<file path="src/rtl/puf_challenge_sequencer.sv">
// Sequencer for the arbiter PUF: walks an LFSR challenge sequence, pulses each challenge
// REPEATS times, majority-votes the samples and returns the packed word over valid/ready.
module puf_challenge_sequencer #(
    parameter int                  C_LENGTH    = 8,
    parameter int                  N_BITS      = 8,
    parameter int                  REPEATS     = 3,
    parameter int                  SETTLE_CYC  = 2,
    parameter int                  CAPTURE_CYC = 2,
    parameter logic [C_LENGTH-1:0] TAPS        = 8'hB8
) (
    input  logic                        clk,
    input  logic                        rst,
    input  logic                        start,
    input  logic [C_LENGTH-1:0]         seed,
    output logic                        busy,
    output logic [C_LENGTH-1:0]         ochallenge,
    output logic                        opulse,
    input  logic                        iresponse,
    output logic [N_BITS-1:0]           resp_data,
    output logic                        resp_valid,
    input  logic                        resp_ready,
    output logic [$clog2(N_BITS+1)-1:0] unstable_cnt
);

    localparam int UW      = $clog2(N_BITS + 1);
    localparam int CYC_MAX = (SETTLE_CYC > CAPTURE_CYC) ? SETTLE_CYC : CAPTURE_CYC;
    localparam int CW      = (CYC_MAX > 1) ? $clog2(CYC_MAX) : 1;
    localparam int EW      = $clog2(REPEATS + 1);
    localparam int BW      = (N_BITS > 1) ? $clog2(N_BITS) : 1;

    localparam logic [CW-1:0]       SETTLE_LAST = CW'(SETTLE_CYC - 1);
    localparam logic [CW-1:0]       CAPT_LAST   = CW'(CAPTURE_CYC - 1);
    localparam logic [EW-1:0]       EVAL_LAST   = EW'(REPEATS - 1);
    localparam logic [EW-1:0]       REP_ALL     = EW'(REPEATS);
    localparam logic [EW-1:0]       VOTE_HALF   = EW'(REPEATS / 2);
    localparam logic [BW-1:0]       BIT_LAST    = BW'(N_BITS - 1);
    localparam logic [UW-1:0]       UNST_MAX    = UW'(N_BITS);
    localparam logic [C_LENGTH-1:0] SEED_GUARD  = {{(C_LENGTH-1){1'b0}}, 1'b1};

    typedef enum logic [2:0] {
        ST_IDLE   = 3'd0,
        ST_SETTLE = 3'd1,
        ST_PULSE  = 3'd2,
        ST_VOTE   = 3'd3,
        ST_DONE   = 3'd4
    } state_t;

    function automatic logic [C_LENGTH-1:0] lfsr_step(input logic [C_LENGTH-1:0] cur);
        return {cur[C_LENGTH-2:0], ^(cur & TAPS)};
    endfunction

    function automatic logic vote_bit(input logic [EW-1:0] ones);
        return (ones > VOTE_HALF);
    endfunction

    // A bit is unstable when its samples disagreed at least once.
    function automatic logic vote_split(input logic [EW-1:0] ones);
        return (ones != {EW{1'b0}}) && (ones != REP_ALL);
    endfunction

    state_t                state_r;
    state_t                state_nxt_s;
    logic                  accept_s;
    logic                  sample_s;
    logic                  vote_s;
    logic [CW-1:0]         cyc_cnt_r;
    logic [EW-1:0]         eval_cnt_r;
    logic [EW-1:0]         ones_cnt_r;
    logic [BW-1:0]         bit_cnt_r;
    logic [C_LENGTH-1:0]   challenge_r;
    logic                  pulse_r;
    logic                  busy_r;
    logic [N_BITS-1:0]     data_r;
    logic                  valid_r;
    logic [UW-1:0]         unstable_r;

    // State register.
    always_ff @(posedge clk or posedge rst) begin
        if (rst) begin
            state_r <= ST_IDLE;
        end else begin
            state_r <= state_nxt_s;
        end
    end

    // Next-state decode and per-cycle strobes.
    always_comb begin
        state_nxt_s = state_r;
        accept_s    = 1'b0;
        sample_s    = 1'b0;
        vote_s      = 1'b0;
        case (state_r)
            ST_IDLE: begin
                if (start) begin
                    state_nxt_s = ST_SETTLE;
                    accept_s    = 1'b1;
                end else begin
                    state_nxt_s = ST_IDLE;
                end
            end
            ST_SETTLE: begin
                if (cyc_cnt_r == SETTLE_LAST) begin
                    state_nxt_s = ST_PULSE;
                end else begin
                    state_nxt_s = ST_SETTLE;
                end
            end
            ST_PULSE: begin
                if (cyc_cnt_r == CAPT_LAST) begin
                    sample_s = 1'b1;
                    if (eval_cnt_r == EVAL_LAST) begin
                        state_nxt_s = ST_VOTE;
                    end else begin
                        state_nxt_s = ST_SETTLE;
                    end
                end else begin
                    state_nxt_s = ST_PULSE;
                end
            end
            ST_VOTE: begin
                vote_s = 1'b1;
                if (bit_cnt_r == BIT_LAST) begin
                    state_nxt_s = ST_DONE;
                end else begin
                    state_nxt_s = ST_SETTLE;
                end
            end
            ST_DONE: begin
                if (resp_ready) begin
                    state_nxt_s = ST_IDLE;
                end else begin
                    state_nxt_s = ST_DONE;
                end
            end
            default: begin
                state_nxt_s = ST_IDLE;
            end
        endcase
    end

    // Counters, challenge LFSR, vote accumulation and registered outputs.
    always_ff @(posedge clk or posedge rst) begin
        if (rst) begin
            cyc_cnt_r   <= {CW{1'b0}};
            eval_cnt_r  <= {EW{1'b0}};
            ones_cnt_r  <= {EW{1'b0}};
            bit_cnt_r   <= {BW{1'b0}};
            challenge_r <= {C_LENGTH{1'b0}};
            pulse_r     <= 1'b0;
            busy_r      <= 1'b0;
            data_r      <= {N_BITS{1'b0}};
            valid_r     <= 1'b0;
            unstable_r  <= {UW{1'b0}};
        end else begin
            if ((state_nxt_s == state_r) && ((state_r == ST_SETTLE) || (state_r == ST_PULSE))) begin
                cyc_cnt_r <= cyc_cnt_r + {{(CW-1){1'b0}}, 1'b1};
            end else begin
                cyc_cnt_r <= {CW{1'b0}};
            end

            if (accept_s) begin
                challenge_r <= (seed == {C_LENGTH{1'b0}}) ? SEED_GUARD : seed;
                eval_cnt_r  <= {EW{1'b0}};
                ones_cnt_r  <= {EW{1'b0}};
                bit_cnt_r   <= {BW{1'b0}};
                data_r      <= {N_BITS{1'b0}};
                unstable_r  <= {UW{1'b0}};
            end else if (sample_s) begin
                ones_cnt_r <= ones_cnt_r + EW'(iresponse);
                if (eval_cnt_r != EVAL_LAST) begin
                    eval_cnt_r <= eval_cnt_r + {{(EW-1){1'b0}}, 1'b1};
                end else begin
                    eval_cnt_r <= eval_cnt_r;
                end
            end else if (vote_s) begin
                data_r      <= {data_r[N_BITS-2:0], vote_bit(ones_cnt_r)};
                challenge_r <= lfsr_step(challenge_r);
                eval_cnt_r  <= {EW{1'b0}};
                ones_cnt_r  <= {EW{1'b0}};
                if (vote_split(ones_cnt_r) && (unstable_r != UNST_MAX)) begin
                    unstable_r <= unstable_r + {{(UW-1){1'b0}}, 1'b1};
                end else begin
                    unstable_r <= unstable_r;
                end
                if (bit_cnt_r != BIT_LAST) begin
                    bit_cnt_r <= bit_cnt_r + {{(BW-1){1'b0}}, 1'b1};
                end else begin
                    bit_cnt_r <= bit_cnt_r;
                end
            end else begin
                challenge_r <= challenge_r;
            end

            pulse_r <= (state_nxt_s == ST_PULSE);
            busy_r  <= (state_nxt_s != ST_IDLE);
            valid_r <= (state_nxt_s == ST_DONE);
        end
    end

    assign busy         = busy_r;
    assign ochallenge   = challenge_r;
    assign opulse       = pulse_r;
    assign resp_data    = data_r;
    assign resp_valid   = valid_r;
    assign unstable_cnt = unstable_r;

endmodule

</file>
<file path="config.mk">
export PLATFORM = sky130hd
export DESIGN_NAME = puf_challenge_sequencer
export DESIGN_NICKNAME = d
export VERILOG_FILES = /design/src/rtl/puf_challenge_sequencer.sv
export SDC_FILE = /design/constraint.sdc
export NUM_CORES = 1
export LEC_CHECK = 0
export CORE_MARGIN = 2
export CORE_UTILIZATION = 53
export CTS_BUF_LIST = sky130_fd_sc_hd__clkbuf_8
export DETAILED_ROUTE_END_ITERATION = 10
export GPL_TIMING_DRIVEN = 0
export PLACE_DENSITY = 0.82
export SLEW_MARGIN = 15
export SYNTH_ARGS = -nofsm -noshare
export SYNTH_HDL_FRONTEND = slang
export SYNTH_SLANG_ARGS = --single-unit
</file>
<file path="constraint.sdc">
create_clock -name clk -period 1.94 [get_ports clk]
set_input_delay 0.291 -clock clk [delete_from_list [all_inputs] [get_ports clk]]
set_output_delay 0.291 -clock clk [all_outputs]
set_load 0.1 [all_outputs]
</file>
==> metrics, run 1 <==
status=finished clean; initial antenna violation count=0; synthesis-stage register bit count=34; Synth Cell Area=1760 sq um; WP buf/inv=1; CP required=1.65 ns; Unique masters post-synth=41; Max Slew Vio Count=0; Routed Antenna Nets=0; Port Buffers=35; Die Ht=61.7 microns; Final Cycle Share=97.3%; Worst setup EP type=output port; Vias=1403; min Tclk post-route=1.89 ns; setup repair bufs after CTS=0; # H-tree levels=2; dpl cell area=2170 sq um; Die Wd=61.7 microns; final WL=3630 microns; Layout Skew=0.00758 ns; Mean Syn Cell Area=10.6 sq um; syn_nets=187; Clock Path Buffers=2; ys flop type=dfrtp_1; worst-path maximum fanout=4; asr flop ratio synth=100%; first-pass GRT wire length=5930 microns; hold buffer count at CTS=0; LEAKAGE=1.11 nW; critical path class=reg -> out; cell row count=20; core area=3100 sq um; Vias/cell=5.52; Tightest Pin Transition=1.01 ns; RSZ-0062 raised after global routing=no; wl on met1=1640 microns; Hold WC Path Type=in -> async; register area share after synthesis=48.3%; die area=3800 sq um; Routed WL per cell=14.3 microns; Post-synth EDFFs=0; total gr overflow=0; GR Util All Layers=21.7%; diode count=0; Iteration-0 DRC Markers=98; buffer type at the clock tree root=clkbuf_8; Clock Latency Late Sink=0.29 ns; Ports=36; GP Congestion=0.790; Setup crit start kind=flip-flop; Largest stage delay, worst path=0.91 ns; met3 wire length=189 microns; Top Metal Used=met4; metal2 WL=1730 microns; Finished Cell Area=2250 sq um; Post-DP HPWL=2620 microns; crit path cell chain=dlygate4sd2_1; DR DRC count=0; Sum Neg Setup Slack=0 ns; share of cells above drive strength 1=13.3%; most frequent cells in the layout=dfrtp_1 (33), nand2_1 (24), dlygate4sd2_1 (23); PD cells=1630 nW/um^2; WP data arrival=1.60 ns; Post-layout nets=229; synthesized instance count=167; commonest non-fill, non-tap cell in the layout=dfrtp_1; setup violators final=0; Top Family by Delay on Critical Path=buffers and inverters; Max-slew headroom=33.1%; Initial Utilization=56.8%; CTS tree=built; Clock Pin Slew Worst Setup and Hold Paths=0.07 ns; Synth Warn #=0; vias in the first global route=1343; Layout area overhead=27.6%; 1st-pass router iterations=4; CTS buffer count=5; critical-path cell with the highest stage delay=dlygate4sd2_1; clk sinks=34; max-cap viol count=0; Highest Clock Rate=0.530 GHz; maximum VDD drop=0.920 mV; pin count of the biggest net entering global routing=35; final hold viol count=0
area by class of cell:
cell class                      count  area, sq um
Inverter                           10         37.5
Sequential cell                    34          852
Tap cell                           44         55.1
Timing Repair Buffer               35          322
Fill cell                         240          853
Multi-Input combinational cell    115          813
Clock inverter                      3         40.0
Clock buffer                        5         68.8
Buffer                              8         61.3
synthesized netlist by cell type (all sizes together), types with 3 or more instances:
| master | instances | area, sq um |
|---|---|---|
| a22o | 6 | 52.6 |
| nor3 | 5 | 25.0 |
| buf | 8 | 61.3 |
| ha | 7 | 87.6 |
| nor2 | 6 | 22.5 |
| a21oi | 13 | 65.1 |
| nand3 | 4 | 20.0 |
| mux2i | 5 | 50.1 |
| xnor2 | 3 | 26.3 |
| nand3b | 3 | 35.0 |
| inv | 10 | 37.5 |
| a21o | 6 | 45.0 |
| dfrtp | 34 | 851 |
| o21ai | 6 | 30.0 |
| nand2 | 24 | 90.1 |
report_power, final:
part | internal, mW | leakage [nW] | switching [mW] | total, mW
Combinational | 0.555 | 0.600 | 1.39 | 1.95
Clock | 0.378 | 0.0579 | 0.260 | 0.637
Sequential | 0.906 | 0.447 | 0.184 | 1.09
Total | 1.84 | 1.11 | 1.84 | 3.68
flip-flops by register name, summed over array words and instances (netlist names), 2 cells and up:
signal        flops
ochallenge        8
resp_data         8
unstable_cnt      4
bit_cnt_r         3
state_r           3
eval_cnt_r        2
ones_cnt_r        2
metrics by stage:
| step | instances | utilization, % | setup slack (ns) | hold WS (ns) | power (mW) |
|---|---|---|---|---|---|
| 6_report | 254 | 72.5 | 0.0533 | 0.425 | 3.68 |
| 3_5_place_dp | 246 | 69.9 | 0.0242 | 0.501 | 3.13 |
| 4_1_cts | 254 | 72.5 | 0.0506 | 0.447 | 3.69 |
| 2_1_floorplan | 167 | - | 0.0407 | 0.375 | 2.66 |
| 3_3_place_gp | 246 | 69.9 | 0.0671 | 0.487 | 3.05 |
| 5_1_grt | 254 | 72.5 | 0.0145 | 0.506 | 3.88 |
timing repair:
action / 4_1_cts / 5_1_grt
hold endpoints to repair: 0 / 0
resized for setup: 23 / 0
setup endpoints to repair: 23 / 0
kinds of logic after synthesis:
family / share of synthesized area, %
buffers and inverters: 5.61
and+or+nand+nor: 18.2
AOI/OAI and AO/OA: 16.7
muxes: 3.69
xor gates and xnor gates: 2.48
DFF: 48.3
adders and majority gates: 4.97
metal layers:
| layer | global-route usage, % | vias up |
|---|---|---|
| met5 | 0 | - |
| met4 | 7.29 | 0 |
| met3 | 6.72 | 9 |
| met2 | 35.9 | 48 |
| met1 | 26.9 | 673 |
| li1 | - | 673 |
final timing paths:
kind | startpoint | end | slack (ns) | cells past startpoint
max in group asynchronous | rst | unstable_cnt[0] | 1.03 | 2
min in group clk | ones_cnt_r[1] | ones_cnt_r[1] | 0.51 | 1
worst max register to register | state_r[0] | ochallenge[5] | 0.30 | 3
worst max-delay path | ochallenge[5] | ochallenge[5] | 0.05 | 1
worst min-delay path | rst | bit_cnt_r[2] | 0.43 | 2
worst min register to register | ones_cnt_r[1] | ones_cnt_r[1] | 0.51 | 1
(Power assumes the default switching activity.)
==> run 2, diff against run 1 <==
--- a/config.mk
+++ b/config.mk
@@ -6,11 +6,11 @@
 export NUM_CORES = 1
 export LEC_CHECK = 0
 export CORE_MARGIN = 2
-export CORE_UTILIZATION = 53
+export CORE_UTILIZATION = 48
 export CTS_BUF_LIST = sky130_fd_sc_hd__clkbuf_8
 export DETAILED_ROUTE_END_ITERATION = 10
 export GPL_TIMING_DRIVEN = 0
-export PLACE_DENSITY = 0.82
+export PLACE_DENSITY = 0.78
 export SLEW_MARGIN = 15
 export SYNTH_ARGS = -nofsm -noshare
 export SYNTH_HDL_FRONTEND = slang
==> constraint.sdc (replaced) <==
create_clock -name clk -period 1.55 [get_ports clk]
set_input_delay 0.2325 -clock clk [delete_from_list [all_inputs] [get_ports clk]]
set_output_delay 0.2325 -clock clk [all_outputs]
set_load 0.1 [all_outputs]
==> run 2 against run 1 <==
Effect of this change: final area up 7.8%; routed wire length up 6.7%; sequential power up 27%; largest power group unchanged; largest cell class unchanged; global-route usage down 1.8 points.
==> metrics, run 2 (same netlist as run 1, synthesis figures left out) <==
Highest Clock Rate=0.657 GHz; share of cells above drive strength 1=30.6% (was 13.3%); WP data arrival=1.29 ns (was 1.60 ns); sequential cell area=866 sq um (was 852 sq um); status=finished clean (unchanged); first-pass GRT wire length=6360 microns (was 5930 microns); GR Util All Layers=19.9% (was 21.7%); initial antenna violation count=0 (unchanged); commonest non-fill, non-tap cell in the layout=dfrtp_1 (unchanged); Max-slew headroom=53.3% (was 33.1%); Hold WC Path Type=in -> async (unchanged); Vias/cell=5.49 (was 5.52); diode count=0 (unchanged); 1st-pass router iterations=4 (unchanged); final hold viol count=0 (unchanged); Post-layout nets=235 (was 229); maximum VDD drop=0.749 mV (was 0.920 mV); Setup crit start kind=flip-flop (unchanged); vias in the first global route=1442 (was 1343); pin count of the biggest net entering global routing=35 (unchanged); PD cells=2050 nW/um^2 (was 1630 nW/um^2); worst-path maximum fanout=5 (was 4); Tightest Pin Transition=0.700 ns (was 1.01 ns); buffer type at the clock tree root=clkbuf_8 (unchanged); LEAKAGE=1.07 nW (was 1.11 nW); total gr overflow=0 (unchanged); Layout area overhead=37.6% (was 27.6%); clk sinks=34 (unchanged); Clock Path Buffers=2 (unchanged); Clock Pin Slew Worst Setup and Hold Paths=0.08 ns (was 0.07 ns); Sum Neg Setup Slack=0 ns (unchanged); crit path cell chain=clkdlybuf4s18_2 (was dlygate4sd2_1); CTS buffer count=5 (unchanged); footprint of the multi-input gates=825 sq um (was 813 sq um); min Tclk post-route=1.52 ns; critical-path cell with the highest stage delay=clkdlybuf4s18_2 (was dlygate4sd2_1); Iteration-0 DRC Markers=93 (was 98); final WL=3870 microns (was 3630 microns); Die Wd=64.6 microns (was 61.7 microns); # H-tree levels=2 (unchanged); Vias=1449 (was 1403); CTS tree=built (unchanged); Ports=36 (unchanged); Post-DP HPWL=2580 microns (was 2620 microns); Final Cycle Share=98.3%; Max Slew Vio Count=0 (unchanged); core area=3610 sq um (was 3100 sq um); setup violators final=0 (unchanged); critical path class=reg -> out (unchanged); Routed Antenna Nets=0 (unchanged); Worst setup EP type=output port (unchanged); Clock Latency Late Sink=0.29 ns (about the same); GP Congestion=0.755 (was 0.790); Routed WL per cell=14.7 microns (was 14.3 microns); cell row count=22 (was 20); dpl cell area=2190 sq um (was 2170 sq um); Initial Utilization=48.9% (was 56.8%); most frequent cells in the layout=dfrtp_1 (26), nand2_1 (24), clkdlybuf4s15_2 (21) (was dfrtp_1 (33), nand2_1 (24), dlygate4sd2_1 (23)); Layout Skew=0.0133 ns (was 0.00758 ns); Port Buffers=35 (unchanged); RSZ-0062 raised after global routing=yes (was no); Largest stage delay, worst path=0.57 ns (was 0.91 ns); CP required=1.32 ns (was 1.65 ns); max-cap viol count=0 (unchanged); WP buf/inv=1 (unchanged); Finished Cell Area=2430 sq um (was 2250 sq um); Die Ht=64.6 microns (was 61.7 microns); die area=4170 sq um (was 3800 sq um); Fillers=256 (was 240); DR DRC count=0 (unchanged); Top Family by Delay on Critical Path=buffers and inverters (unchanged)
[run 2: changes by cell type in the layout (fill, tap and decap cells not counted), moves of 2 or more]
cell,delta
buf_2,-2
buf_4,+7
buf_6,-2
clkdlybuf4s15_2,+21
clkdlybuf4s18_2,+2
clkinv_2,-2
dfrtp_1,-7
dfrtp_2,+5
dfrtp_4,+2
dlygate4sd2_1,-23
[run 2: worst register-to-register path, cell delays in order, from the launching register on]
cell	delay [ns]
dfrtp_2	0.46
buf_8	0.15
mux2_4	0.30
a22o_4	0.25
a211o_1	0.23
[run 2: final cells by class]
class	count	share of cell area (%)
inverter	10	1.55
timing repair buffer	42	18.2
tap	48	2.48
buffer	7	2.42
clock inverter	3	2.84
sequential	34	35.7
clock buffer	5	2.84
multi-input combinational	115	34.0
[run 2: worst paths after layout]
check,start,endpoint,slack (ns),depth (start not counted)
max reg2reg,state_r[1],busy,0.05,4
min reg2reg,ochallenge[2],ochallenge[2],0.51,1
min,rst,resp_data[3],0.35,2
max,unstable_cnt[3],unstable_cnt[3],0.03,1
max in group asynchronous,rst,unstable_cnt[1],0.65,2
min in group clk,ochallenge[2],ochallenge[2],0.51,1
[run 2: timing repair]
action                     in CTS  in global routing
gates resized for setup        70                  9
pin swaps                       1                  1
setup endpoints to repair      30                 19
hold buffers                    0                  0
setup buffers                   4                  3
[run 2: through the flow]
stage          utilization, %  instances  total power, mW  setup WS [ns]  hold WS, ns
5_1_grt                  67.3        264             5.22        -0.0285        0.447
3_3_place_gp             60.6        250             3.85         -0.321        0.485
4_1_cts                  65.8        261             4.90        0.00189        0.385
3_5_place_dp             60.6        250             3.92         -0.257        0.499
6_report                 67.3        264             4.98         0.0268        0.355
2_1_floorplan               -        167             3.34   -0.000000333        0.317
[run 2: routing by layer]
metal	track usage (%)	up-vias	wire length, microns
met1	22.8	710	1650
met3	5.38	9	175
li1	-	684	-
met4	9.04	0	78
met2	34.5	46	1960
met5	0	-	0
[run 2: power by group]
group	internal (mW)	total, mW	switching (mW)	leakage (nW)
Combinational	0.842	2.61	1.77	0.565
Clock	0.644	0.995	0.350	0.0683
Sequential	1.15	1.38	0.232	0.436
==> run 3, diff against run 2 <==
--- a/config.mk
+++ b/config.mk
@@ -11,6 +11,7 @@
 export DETAILED_ROUTE_END_ITERATION = 10
 export GPL_TIMING_DRIVEN = 0
 export PLACE_DENSITY = 0.78
+export REMOVE_ABC_BUFFERS = 1
 export SLEW_MARGIN = 15
 export SYNTH_ARGS = -nofsm -noshare
 export SYNTH_HDL_FRONTEND = slang
==> run 3 against run 2 <==
Effect of this change: the flow now finishes with violations (negative setup slack); flip-flop and latch count stayed put; die area unchanged; clock skew is 0.0082 ns lower; clock-buffer cell count rose by 1; critical path depth up 2; combinational power shrank 7%; sequential power is 3% higher; final area is 5.4% lower; final cell count shrank 2.7%; first-iteration DRC count down 1.1%; critical endpoint is now ochallenge[0]; highest routed layer unchanged.
==> metrics, run 3 (same netlist as run 1, synthesis figures left out) <==
status=complete, but fails checks (was finished clean); failing checks=negative setup slack; Routed Antenna Nets=0 (unchanged); diode count=0 (unchanged); Sum Neg Setup Slack=-0.00986 ns (was 0 ns); final hold viol count=0 (unchanged); Post-layout nets=228 (was 235); PD cells=1970 nW/um^2 (was 2050 nW/um^2); Die Ht=64.6 microns (unchanged); WP data arrival=1.72 ns (was 1.29 ns); RSZ-0062 raised after global routing=yes (unchanged); Vias/cell=5.42 (was 5.49); min Tclk post-route=1.56 ns (was 1.52 ns); Layout Cells excl Fill=257 (was 264); Initial Utilization=48.9% (unchanged); pin count of the biggest net entering global routing=35 (unchanged); Iteration-0 DRC Markers=92 (was 93); worst-path maximum fanout=10 (was 5); clock group share of total power=14.7% (was 20.0%); buffer type at the clock tree root=clkbuf_8 (unchanged); 1st-pass router iterations=4 (unchanged); path depth of the worst reg2reg path=3 (was 4); Finished Cell Area=2300 sq um (was 2430 sq um); hold buffer count at CTS=0 (unchanged); max-cap viol count=0 (unchanged); r2r endpoint=ochallenge[0] (was busy); Net Sw Frac=50.4% (was 47.1%); total gr overflow=0 (unchanged); DR DRC count=0 (unchanged); LEAKAGE=1.02 nW (was 1.07 nW); Worst setup EP type=flip-flop (was output port); Clock Pin Slew Worst Setup and Hold Paths=0.07 ns (was 0.08 ns); Seq pwr share=31.3% (was 27.7%); Hold WC Path Type=in -> async (unchanged); maximum VDD drop=0.761 mV (was 0.749 mV); dpl cells=242 (was 250); Setup crit start kind=flip-flop (unchanged); Clock Latency Late Sink=0.29 ns (about the same); Highest Clock Rate=0.641 GHz (was 0.657 GHz); CTS tree=built (unchanged); commonest non-fill, non-tap cell in the layout=dfrtp_1 (unchanged); Ports=36 (unchanged); GR Util All Layers=20.5% (was 19.9%); final worst slack=-0.00986 ns (was 0.0268 ns); share of cells above drive strength 1=25.4% (was 30.6%); final WL=3760 microns (was 3870 microns); first-pass GRT wire length=6550 microns (was 6360 microns); Tightest Pin Transition=0.698 ns (was 0.700 ns); Layout Skew=0.00509 ns (was 0.0133 ns); most frequent cells in the layout=dfrtp_1 (31), nand2_1 (24), clkdlybuf4s15_2 (20) (was dfrtp_1 (26), nand2_1 (24), clkdlybuf4s15_2 (21)); Die Wd=64.6 microns (unchanged); Routed WL per cell=14.6 microns (was 14.7 microns); vias in the first global route=1402 (was 1442); core area=3610 sq um (unchanged); internal reg-to-reg setup slack=-0.01 ns (was 0.05 ns); CP required=1.71 ns (was 1.32 ns); Final Cycle Share=101% (was 98.3%); CTS buffer count=5 (unchanged); Max-slew headroom=53.4% (was 53.3%); clk sinks=34 (unchanged); cell-internal power=2.24 mW (was 2.63 mW); reg2reg start=state_r[1] (unchanged); setup violators final=1 (was 0); Vias=1394 (was 1449); Logic pwr share=54.0% (was 52.3%); final core utilization=63.7% (was 67.3%); Tot Pwr=4.53 mW (was 4.98 mW); die area=4170 sq um (unchanged); Post-DP HPWL=2530 microns (was 2580 microns); initial antenna violation count=0 (unchanged); GP Congestion=0.756 (was 0.755); critical path class=reg -> reg (was reg -> out); Max Slew Vio Count=0 (unchanged); cell row count=22 (unchanged); Port Buffers=35 (unchanged); Layout area overhead=30.2% (was 37.6%); # H-tree levels=2 (unchanged); Net Sw Power=2.28 mW (was 2.35 mW); dpl cell area=2110 sq um (was 2190 sq um); Clock Path Buffers=2 (unchanged)
run 3: area by class of cell:
type	count	area (sq um)
Clock buffer	6	82.6
Tap cell	48	60.1
Fill cell	281	1310
Inverter	10	37.5
Timing Repair Buffer	42	422
Multi-Input combinational cell	115	831
Sequential cell	34	855
Clock inverter	2	8.76
run 3: through the flow:
stage	hold slack, ns	setup slack (ns)
floorplan	0.317	-0.391
CTS	0.398	-0.0177
global route	0.461	-0.0682
detailed placement	0.491	-0.683
global placement	0.487	-0.621
finish	0.376	-0.00986
run 3: layer usage:
| layer | global-route usage, % | up-vias | routed length (microns) |
|---|---|---|---|
| met1 | 25.6 | 684 | 1620 |
| met4 | 9.57 | 0 | 100 |
| li1 | - | 668 | - |
| met5 | 0 | - | 0 |
| met3 | 4.51 | 9 | 136 |
| met2 | 34.1 | 33 | 1900 |
run 3: power by group through the flow:
stage / Combinational [mW] / Sequential (mW) / Clock [mW]
floorplan: 0.823 / 2.42 / 0
global placement: 2.32 / 1.41 / 0
detailed placement: 2.38 / 1.44 / 0
CTS: 2.41 / 1.42 / 0.680
global route: 2.61 / 1.45 / 0.720
finish: 2.44 / 1.42 / 0.668
run 3: repair_timing:
action,CTS,global route
endpoints found under the setup margin,51,11
gates cloned,0,0
pin swaps,2,1
gates resized for setup,74,8
setup buffers,4,3
run 3: worst max-delay path by stage:
stage,start,endpoint,slack [ns],depth (start not counted)
2_1_floorplan,unstable_cnt[0],unstable_cnt[0],-0.39,4
5_1_grt,state_r[1],ochallenge[0],-0.07,3
3_5_place_dp,start,ochallenge[5],-0.68,4
6_report,state_r[1],ochallenge[0],-0.01,3
3_3_place_gp,start,ochallenge[6],-0.62,4
4_1_cts,state_r[2],ochallenge[0],-0.02,3
run 3: worst max-delay path, cell delays in order (launching register included):
cell	delay [ns]
dfrtp_2	0.49
or4b_4	0.66
a211oi_2	0.21
a211oi_1	0.08
